==> config.mk <==
export PLATFORM = sky130hd
export DESIGN_NAME = prga_decrypt
export DESIGN_NICKNAME = d
export VERILOG_FILES = /design/src/rtl/rc4_pkg.sv /design/src/rtl/ascii_check.sv /design/src/rtl/prga_decrypt.sv
export SDC_FILE = /design/constraint.sdc
export NUM_CORES = 1
export LEC_CHECK = 0
export BUFFER_PORTS_ARGS = -buffer_cell sky130_fd_sc_hd__buf_4
export CAP_MARGIN = 10
export CORE_AREA = 2 2 101 103
export DETAILED_ROUTE_END_ITERATION = 10
export DIE_AREA = 0 0 103 105
export GPL_TIMING_DRIVEN = 0
export HOLD_SLACK_MARGIN = 0.03
export PLACE_DENSITY = 0.69
export SYNTH_ARGS = -nofsm -noshare
export SYNTH_HDL_FRONTEND = slang
export SYNTH_SLANG_ARGS = --single-unit
==> constraint.sdc <==
create_clock -name clk -period 3.39 [get_ports clk]
set_input_delay 0.5085 -clock clk [delete_from_list [all_inputs] [get_ports clk]]
set_output_delay 0.5085 -clock clk [all_outputs]
set_load 0.1 [all_outputs]
==> src/rtl/rc4_pkg.sv <==
// Shared types and constants for the RC4 PRGA decrypter.
// The ASCII bounds are only referenced when PRGA_ASCII_CHECK_EN is defined.
package rc4_pkg;

    typedef enum logic [3:0] {
        IDLE,
        WAIT_GNT,
        RD_SI,
        WT_SI,
        RD_SJ,
        WT_SJ,
        WR_SI,
        WR_SJ,
        RD_F,
        WT_F,
        WR_DEC,
        NEXT,
        DONE
    } prga_state_t;

    localparam logic [7:0] ASCII_LO    = 8'h61;
    localparam logic [7:0] ASCII_HI    = 8'h7A;
    localparam logic [7:0] ASCII_SPACE = 8'h20;

endpackage

==> src/rtl/ascii_check.sv <==
// Combinational test that a decrypted byte is a lowercase letter or a space.
// Only compiled when PRGA_ASCII_CHECK_EN is defined.
`ifdef PRGA_ASCII_CHECK_EN
module ascii_check
    import rc4_pkg::*;
(
    input  logic [7:0] i_byte,
    output logic       o_ok
);

    assign o_ok = ((i_byte >= ASCII_LO) && (i_byte <= ASCII_HI)) || (i_byte == ASCII_SPACE);

endmodule
`endif

==> src/rtl/prga_decrypt.sv <==
// RC4 PRGA: decrypts MSG_LEN bytes using an S-box already filled by the KSA.
// Optional PRGA_ASCII_CHECK_EN adds msg_valid and stops on the first non-text byte.
module prga_decrypt
    import rc4_pkg::*;
#(
    parameter int MSG_LEN = 32,
    parameter int MSG_AW  = 5
)
(
    input  logic              clk,
    input  logic              reset_n,
    input  logic              start,
    output logic              busy,
    output logic              done,
    output logic              s_req,
    input  logic              s_gnt,
    output logic [7:0]        s_address,
    output logic [7:0]        s_data,
    output logic              s_wren,
    input  logic [7:0]        s_q,
    output logic [MSG_AW-1:0] enc_address,
    input  logic [7:0]        enc_q,
    output logic [MSG_AW-1:0] dec_address,
    output logic [7:0]        dec_data,
    output logic              dec_wren
`ifdef PRGA_ASCII_CHECK_EN
    ,
    output logic              msg_valid
`endif
);

    localparam logic [MSG_AW-1:0] K_LAST = MSG_AW'(MSG_LEN - 1);

    prga_state_t       r_state;
    logic [7:0]        r_i;
    logic [7:0]        r_j;
    logic [MSG_AW-1:0] r_k;
    logic [7:0]        r_si;
    logic [7:0]        r_sj;
    logic [7:0]        r_f;
    logic [7:0]        r_e;

    // f and e are held for the whole WR_DEC cycle, so their XOR is stable there.
    assign dec_data = r_f ^ r_e;

`ifdef PRGA_ASCII_CHECK_EN
    logic w_ascii_ok;

    ascii_check u_ascii_check (
        .i_byte (s_q ^ enc_q),
        .o_ok   (w_ascii_ok)
    );
`endif

    always_ff @(posedge clk or negedge reset_n) begin
        if (!reset_n) begin
            r_state     <= IDLE;
            r_i         <= '0;
            r_j         <= '0;
            r_k         <= '0;
            r_si        <= '0;
            r_sj        <= '0;
            r_f         <= '0;
            r_e         <= '0;
            busy        <= 1'b0;
            done        <= 1'b0;
            s_req       <= 1'b0;
            s_address   <= '0;
            s_data      <= '0;
            s_wren      <= 1'b0;
            enc_address <= '0;
            dec_address <= '0;
            dec_wren    <= 1'b0;
`ifdef PRGA_ASCII_CHECK_EN
            msg_valid   <= 1'b0;
`endif
        end else begin
            s_wren   <= 1'b0;
            dec_wren <= 1'b0;
            case (r_state)
                IDLE: begin
                    if (start) begin
                        r_i     <= '0;
                        r_j     <= '0;
                        r_k     <= '0;
                        busy    <= 1'b1;
                        s_req   <= 1'b1;
`ifdef PRGA_ASCII_CHECK_EN
                        msg_valid <= 1'b0;
`endif
                        r_state <= WAIT_GNT;
                    end
                end
                WAIT_GNT: begin
                    if (s_gnt) begin
                        r_i       <= r_i + 8'd1;
                        s_address <= r_i + 8'd1;
                        r_state   <= RD_SI;
                    end
                end
                RD_SI: r_state <= WT_SI;
                WT_SI: begin
                    r_si      <= s_q;
                    r_j       <= r_j + s_q;
                    s_address <= r_j + s_q;
                    r_state   <= RD_SJ;
                end
                RD_SJ: r_state <= WT_SJ;
                WT_SJ: begin
                    // s_q is S[j]; it becomes the new S[i] on the way into WR_SI.
                    r_sj      <= s_q;
                    s_address <= r_i;
                    s_data    <= s_q;
                    s_wren    <= 1'b1;
                    r_state   <= WR_SI;
                end
                WR_SI: begin
                    s_address <= r_j;
                    s_data    <= r_si;
                    s_wren    <= 1'b1;
                    r_state   <= WR_SJ;
                end
                WR_SJ: begin
                    s_address   <= r_si + r_sj;
                    enc_address <= r_k;
                    r_state     <= RD_F;
                end
                RD_F: r_state <= WT_F;
                WT_F: begin
                    r_f <= s_q;
                    r_e <= enc_q;
`ifdef PRGA_ASCII_CHECK_EN
                    if (!w_ascii_ok) begin
                        busy    <= 1'b0;
                        s_req   <= 1'b0;
                        done    <= 1'b1;
                        r_state <= DONE;
                    end else
`endif
                    begin
                        dec_address <= r_k;
                        dec_wren    <= 1'b1;
                        r_state     <= WR_DEC;
                    end
                end
                WR_DEC: r_state <= NEXT;
                NEXT: begin
                    if (r_k == K_LAST) begin
                        busy    <= 1'b0;
                        s_req   <= 1'b0;
                        done    <= 1'b1;
`ifdef PRGA_ASCII_CHECK_EN
                        msg_valid <= 1'b1;
`endif
                        r_state <= DONE;
                    end else begin
                        r_k       <= r_k + MSG_AW'(1);
                        r_i       <= r_i + 8'd1;
                        s_address <= r_i + 8'd1;
                        r_state   <= RD_SI;
                    end
                end
                DONE: begin
                    if (!start) begin
                        done    <= 1'b0;
                        r_state <= IDLE;
                    end
                end
                default: r_state <= IDLE;
            endcase
        end
    end

endmodule

==> key figures, run 1 <==
Clock tree
  • Clk slew on worst S/H paths: approximately 0.1 ns
  • CTS tree: yes
  • CTS buffer count: 9
  • Sink Count: 87
  • Post-cts hold buffer count: 0
  • CTS Buffer Depth: 2
  • Number of H-tree levels: 3
  • Post-CTS Resized: 0
  • CTS root buffer: clkbuf_8
  • Setup Fix Bufs, Post-CTS: 0
  • Skew-Pair Late Insertion Delay: around 0.37 ns

Floorplan
  • # rows: 36
  • Initial Util: roughly half
  • Die footprint: about 0.011 mm²
  • Die Wd: just over 100 µm
  • Die Ht: ~110 µm
  • # IOs: 59
  • Core area: slightly below 0.01 mm²

Logic synthesis
  • Mapped Area: ~0.0048 mm²
  • Flops & latches, synth: between 80 and 90
  • Unique masters post-synth: 54
  • Syn_area_per_cell: 9.43 µm²
  • Sequential-to-total area share from yosys stat: 45.5%
  • Dominant synthesized flop cell: dfrtp_1
  • Cell with the most instances after synthesis: dfrtp_1
  • Mapped Cells: 507
  • Post-synth top area share: roughly 46%
  • Async set-or-reset flop fraction in the synthesized netlist: 100%
  • Post-synth net total: around 550
  • Largest area contributor in the netlist: dfrtp_1
  • Top cells by count, synth: dfrtp_1, nand2_1, nor2_1
  • Post-synth EDFFs: 0
  • Synth warnings: 0
  • Ranking of synthesized cells by area: dfrtp_1, mux2_2, nand2_1

Worst setup path
  • Max FO, Critical Path: 8
  • Internal reg-to-reg setup slack: approximately 1.1 ns
  • Crit path launch type: register
  • Setup crit start: r_k[0]
  • Worst Path Arrival: approximately 2.5 ns
  • Worst setup EP type: register
  • Critical Path RT: approximately 3.6 ns
  • RR Startpoint: r_k[0]
  • Critical Path End: r_i[5]
  • Setup CP Type: reg2reg
  • Reg2reg path depth: 9
  • Reg-to-Reg End: r_i[5]

Route
  • Wire per inst: between 15 and 20 µm
  • Drt first pass iters: 5
  • Initial DRC Count: between 200 and 250
  • Avg Vias per Cell: about 5.7
  • WL final: 12000 µm
  • Via count: 4035
  • DRC: 0
  • Final ANT Viol Nets: 0

Global route
  • Total GRT Usage: 23.2%
  • First-pass GRT wire length: a little under 20000 µm
  • Initial antenna violation count: 0
  • Pin count of the biggest net entering global routing: 88
  • Grt total ovfl: 0
  • Number of global-route vias before repair: 3927

Timing
  • Hold Vio Cnt, Final: 0
  • Setup-failing EPs final: 0
  • Unrepaired setup endpoints after global routing: no
  • Fmax: ~440 MHz
  • Final Cycle Share: 67.3%
  • Final Max Tran Viols: 0
  • Setup TNS: 0 ns
  • Minimum clock period: between 2 and 2.5 ns
  • Worst Skew: 0.0155 ns
  • Worst slew margin: 26.6%
  • Pin slew with the least headroom to its limit: ~1.1 ns

Layout
  • Share of post-route cells with drive strength above 1: between 20% and 30%
  • Nets: approximately 600
  • Final Cell Area: 0.00557 mm²
  • Area Growth Syn to Fin: 16.4%
  • Diode count: 0

Min path
  • Worst min path class: in2async

Place
  • Dpl cell area: between 0.005 and 0.006 mm²
  • Hpwl dp: between 8000 and 9000 µm
  • Placer Congestion: 0.926
  • PortBufs: 58

Outcome
  • Status: finished clean

Flow run
  • Max Cap Viol: 0
==> routing by layer <==
metal  part of all wire [%]  track usage [%]  vias up
met4                    3.3             10.7        0
met2                     46             35.4      131
met3                    5.0             3.61       30
met5                      0                0        -
li1                       -                -     1936
met1                     46             32.0     1938
==> logic make-up after synthesis <==
family	count (synthesis)	share of synthesized area [%]
simple gates	172	16.6
compound gates	141	17.9
flops	87	45.5
buf+inv	37	3.66
mux	32	7.48
xor+xnor	19	3.48
fa+ha+maj	19	5.29
==> stage by stage <==
stage / worst slack, ns / hold WS, ns / util, % / instances
final: 1.11 / 0.337 / 57.7 / 714
after global routing: 0.923 / 0.350 / 57.7 / 714
after CTS: 1.13 / 0.351 / 57.7 / 714
after detailed placement: 1.06 / 0.469 / 55.9 / 698
after global placement: 1.14 / 0.460 / 55.9 / 698
after floorplan: 1.08 / 0.213 / - / 507
==> placed cells by master, fill, tap and decap left out, types with 12 or more instances in the layout <==
| master | instances |
|---|---|
| xor2_1 | 14 |
| inv_1 | 12 |
| ha_1 | 17 |
| buf_4 | 63 |
| a21oi_1 | 42 |
| o21ai_0 | 32 |
| mux2_2 | 30 |
| dfrtp_1 | 87 |
| o22ai_1 | 17 |
| nand2_1 | 71 |
| nor2_1 | 50 |
| or3_1 | 12 |
==> area by class of cell <==
class	instances	area [µm²]
sequential	87	2180
timing repair buffer	58	435
clock buffer	10	138
tap	133	166
multi-input combinational	383	2430
fill	917	4070
buffer	24	126
clock inverter	6	45.0
inverter	13	48.8
==> flip-flops by register name, indices dropped and copies added (netlist names), 8 cells and up <==
| name | count |
|---|---|
| r_e | 8 |
| r_i | 8 |
| r_j | 8 |
| s_address | 8 |
| s_data | 8 |
| r_sj | 8 |
| r_si | 8 |
| r_f | 8 |
==> worst max-delay path, stage by stage, from the launching register on <==
cell and delay, ns:
dfrtp_1 0.44, ha_1 0.23, and3_1 0.18, ha_1 0.24, nor2b_1 0.18, a21oi_1 0.09, or3_1 0.30, clkbuf_1 0.21
o21ai_1 0.17, o21ai_0 0.09
==> worst min-delay path by stage <==
stage / from / cells after the start / slack (ns) / to
2_1_floorplan: reset_n / 0 / 0.21 / dec_address[0]
6_report: reset_n / 1 / 0.34 / done
4_1_cts: enc_q[0] / 2 / 0.35 / r_e[0]
3_5_place_dp: enc_address[4] / 2 / 0.47 / enc_address[4]
3_3_place_gp: enc_address[4] / 2 / 0.46 / enc_address[4]
5_1_grt: enc_q[0] / 2 / 0.35 / r_e[0]
Power of run 1 is not shown: default switching activity piles up to over one toggle a cycle in this logic, so the estimate is an artifact.
==> run 2: changes to the inputs <==
ABC_AREA = 1   (was default)
CORE_AREA = 2 2 99 101   (was 2 2 101 103)
DIE_AREA = 0 0 101 103   (was 0 0 103 105)
clock period = 2.2 ns   (was 3.39 ns; I/O delays follow)
==> run 2 against run 1 <==
  * Clock skew shrank 0.00073 ns
  * Critical path type unchanged
  * Routed wire length shrank 10%
  * Highest routed layer unchanged
  * Synthesized cell count grew 11%
  * Clock-buffer cell count shrank 1
  * Hold slack lost 0.19 ns
  * Non-clock buffer count shrank 13
  * Cell count grew 5.2%
==> key figures, run 2 <==
Timing
  • Unrepaired setup endpoints after global routing: no
  • Pin slew with the least headroom to its limit: 1.11 ns
  • Final Max Tran Viols: 0
  • Minimum clock period: ~1.9 ns
  • Fmax: a little over 500 MHz
  • Hold Vio Cnt, Final: 0
  • Final Cycle Share: a little under 90%
  • Hold slack final: 0.149 ns
  • Worst slew margin: between 20% and 30%
  • Setup TNS: 0 ns
  • Setup-failing EPs final: 0
  • Worst Skew: around 0.015 ns

Route
  • Wire per inst: between 10 and 15 µm
  • Initial DRC Count: roughly 220
  • WL final: ~11000 µm
  • Drt first pass iters: 5
  • Via count: roughly 4000
  • Avg Vias per Cell: ~5.3
  • Final ANT Viol Nets: 0
  • DRC: 0

Logic synthesis
  • Top cells by count, synth: nand2_1, dfrtp_1, inv_1
  • Main combinational cell family by area after synthesis: simple AND/OR/NAND/NOR gates
  • Post-synth net total: 603
  • Mapped Cells: ~560
  • Async set-or-reset flop fraction in the synthesized netlist: 100%
  • Syn_area_per_cell: 8.04 µm²
  • Xor/xnor share of the synthesized area: roughly 3.1%
  • Post-synthesis mux area share: 0.221%
  • Sequential-to-total area share from yosys stat: 48.0%
  • Largest area contributor in the netlist: dfrtp_1
  • Post-synth EDFFs: 0
  • Flops & latches, synth: between 80 and 90
  • Post-synth top area share: about half
  • Compound-Gate Fraction of Synth Area: 9.69%
  • Dominant synthesized flop cell: dfrtp_1
  • Post-Synth Simple-Gate Area: between 20% and 30%
  • Mapped Area: between 0.004 and 0.005 mm²
  • Cell with the most instances after synthesis: nand2_1
  • Adder-cell share of the synthesized area: roughly 5.6%
  • Unique masters post-synth: 32
  • Ranking of synthesized cells by area: dfrtp_1, nand2_1, inv_1
  • Synth warnings: 0

Global route
  • Pin count of the biggest net entering global routing: 88
  • Total GRT Usage: 22.3%
  • First-pass GRT wire length: 18000 µm
  • Initial antenna violation count: 0
  • Most used routing layer: met2
  • GR Util met1: 29.0%
  • Number of global-route vias before repair: approximately 3800
  • M3 GR Usage: under 10%
  • Grt total ovfl: 0
  • Met2 Track Usage GR: ~37%

Worst setup path
  • Most used cell, CP: nand2_1
  • Max FO, Critical Path: 3
  • Worst Path Arrival: ~2.2 ns
  • Critical Path RT: around 2.5 ns
  • Worst setup EP type: register
  • Reg2reg path depth: 12
  • CP peak stage delay: ~0.41 ns
  • Setup CP Type: reg2reg
  • Slowest CP cell: dfrtp_1
  • Crit path launch type: register
  • CP Cell Sequence: ha_1 > inv_1 > fa_1 > inv_1 > nand2_1 > nand2_1 > and2_1 > or2_2 > nand3_1 > nand3_1 > nand2_1 > nand2_1

Place
  • Dpl cell area: about 0.0051 mm²
  • PortBufs: slightly below 60
  • Hpwl dp: ~8000 µm
  • Placer Congestion: 0.874

Floorplan
  • Die footprint: 0.0104 mm²
  • # rows: 36
  • Core area: ~0.0095 mm²
  • Initial Util: 47.9%
  • # IOs: 59
  • Die Wd: 101 µm
  • Die Ht: approximately 100 µm

Clock tree
  • Setup Fix Bufs, Post-CTS: 0
  • CTS Buffer Depth: 2
  • Post-cts hold buffer count: 0
  • Sink Count: 87
  • CTS buffer count: 9
  • Post-CTS Resized: 0
  • Skew-Pair Late Insertion Delay: roughly 0.38 ns
  • Clk slew on worst S/H paths: about 0.1 ns
  • CTS tree: yes
  • Number of H-tree levels: 3
  • CTS root buffer: clkbuf_8

Layout
  • Final Cell Area: ~0.0053 mm²
  • Commonest cells after routing, fill and taps aside: nand2_1, dfrtp_1, inv_1
  • Commonest non-fill, non-tap cell in the layout: nand2_1
  • Nets: 672
  • Area Growth Syn to Fin: 17.5%
  • Share of post-route cells with drive strength above 1: between 10% and 20%
  • Diode count: 0
  • Core Util, Final: 56.3%
  • # fillers: between 800 and 900

Flow run
  • Max Cap Viol: 0

Outcome
  • Status: finished clean

Min path
  • Worst min path class: in2async
-- run 2: changes by cell type in the layout (fill, tap and decap cells not counted), moves of 6 or more --
cell,previous run,this run
nand3_1,4,39
a21oi_1,42,20
or3_1,12,0
nand2_1,71,174
o22ai_1,17,5
o21ai_0,32,51
inv_1,12,72
mux2_2,30,0
a21o_1,7,0
a211oi_1,7,0
nand2b_1,6,0
nor2_1,50,26
-- run 2: final timing paths --
| kind | startpoint | end | slack [ns] |
|---|---|---|---|
| max in group asynchronous | reset_n | s_address[5] | 1.34 |
| setup / recovery | r_j[0] | s_address[4] | 0.26 |
| min in group clk | enc_q[5] | r_e[5] | 0.15 |
| hold reg to reg | s_address[4] | s_address[4] | 0.49 |
| hold / removal | reset_n | r_e[6] | 0.15 |
| setup reg to reg | r_j[0] | s_address[4] | 0.26 |
-- run 2: stage by stage --
| stage | worst slack [ns] | instances |
|---|---|---|
| detailed placement | 0.220 | 736 |
| floorplan | 0.0613 | 564 |
| global placement | 0.247 | 736 |
| finish | 0.261 | 751 |
| CTS | 0.267 | 751 |
| global route | 0.0829 | 751 |
-- run 2: metal layers --
metal	wire length (µm)	up-vias
met5	0	-
met4	255	0
met2	5030	119
met1	4970	1871
met3	511	16
li1	-	1944
-- run 2: layout make-up --
class / count / area (µm²) / area share, %
Clock inverter: 6 / 91.3 / 1.72
Sequential cell: 87 / 2180 / 40.9
Clock buffer: 9 / 124 / 2.33
Tap cell: 114 / 143 / 2.68
Timing Repair Buffer: 58 / 435 / 8.18
Inverter: 76 / 285 / 5.36
Multi-Input combinational cell: 390 / 2010 / 37.7
Buffer: 11 / 60.1 / 1.13
-- run 2: cell families after synthesis --
family                   after synthesis
flip-flops                            87
multiplexers                           1
adder cells (fa/ha/maj)               19
XOR/XNOR                              16
AND/OR/NAND/NOR                      270
buffers and inverters                 87
AO/OA/AOI/OAI                         84
-- run 2: worst max-delay path, delay by kind of cell, from the launching register on --
| kind | cells | cell delay (ns) |
|---|---|---|
| DFF | 1 | 0.41 |
| adders and majority gates | 2 | 0.37 |
| and+or+nand+nor | 8 | 0.92 |
| buffers and inverters | 2 | 0.12 |
Power of run 2 is left out for the same reason.
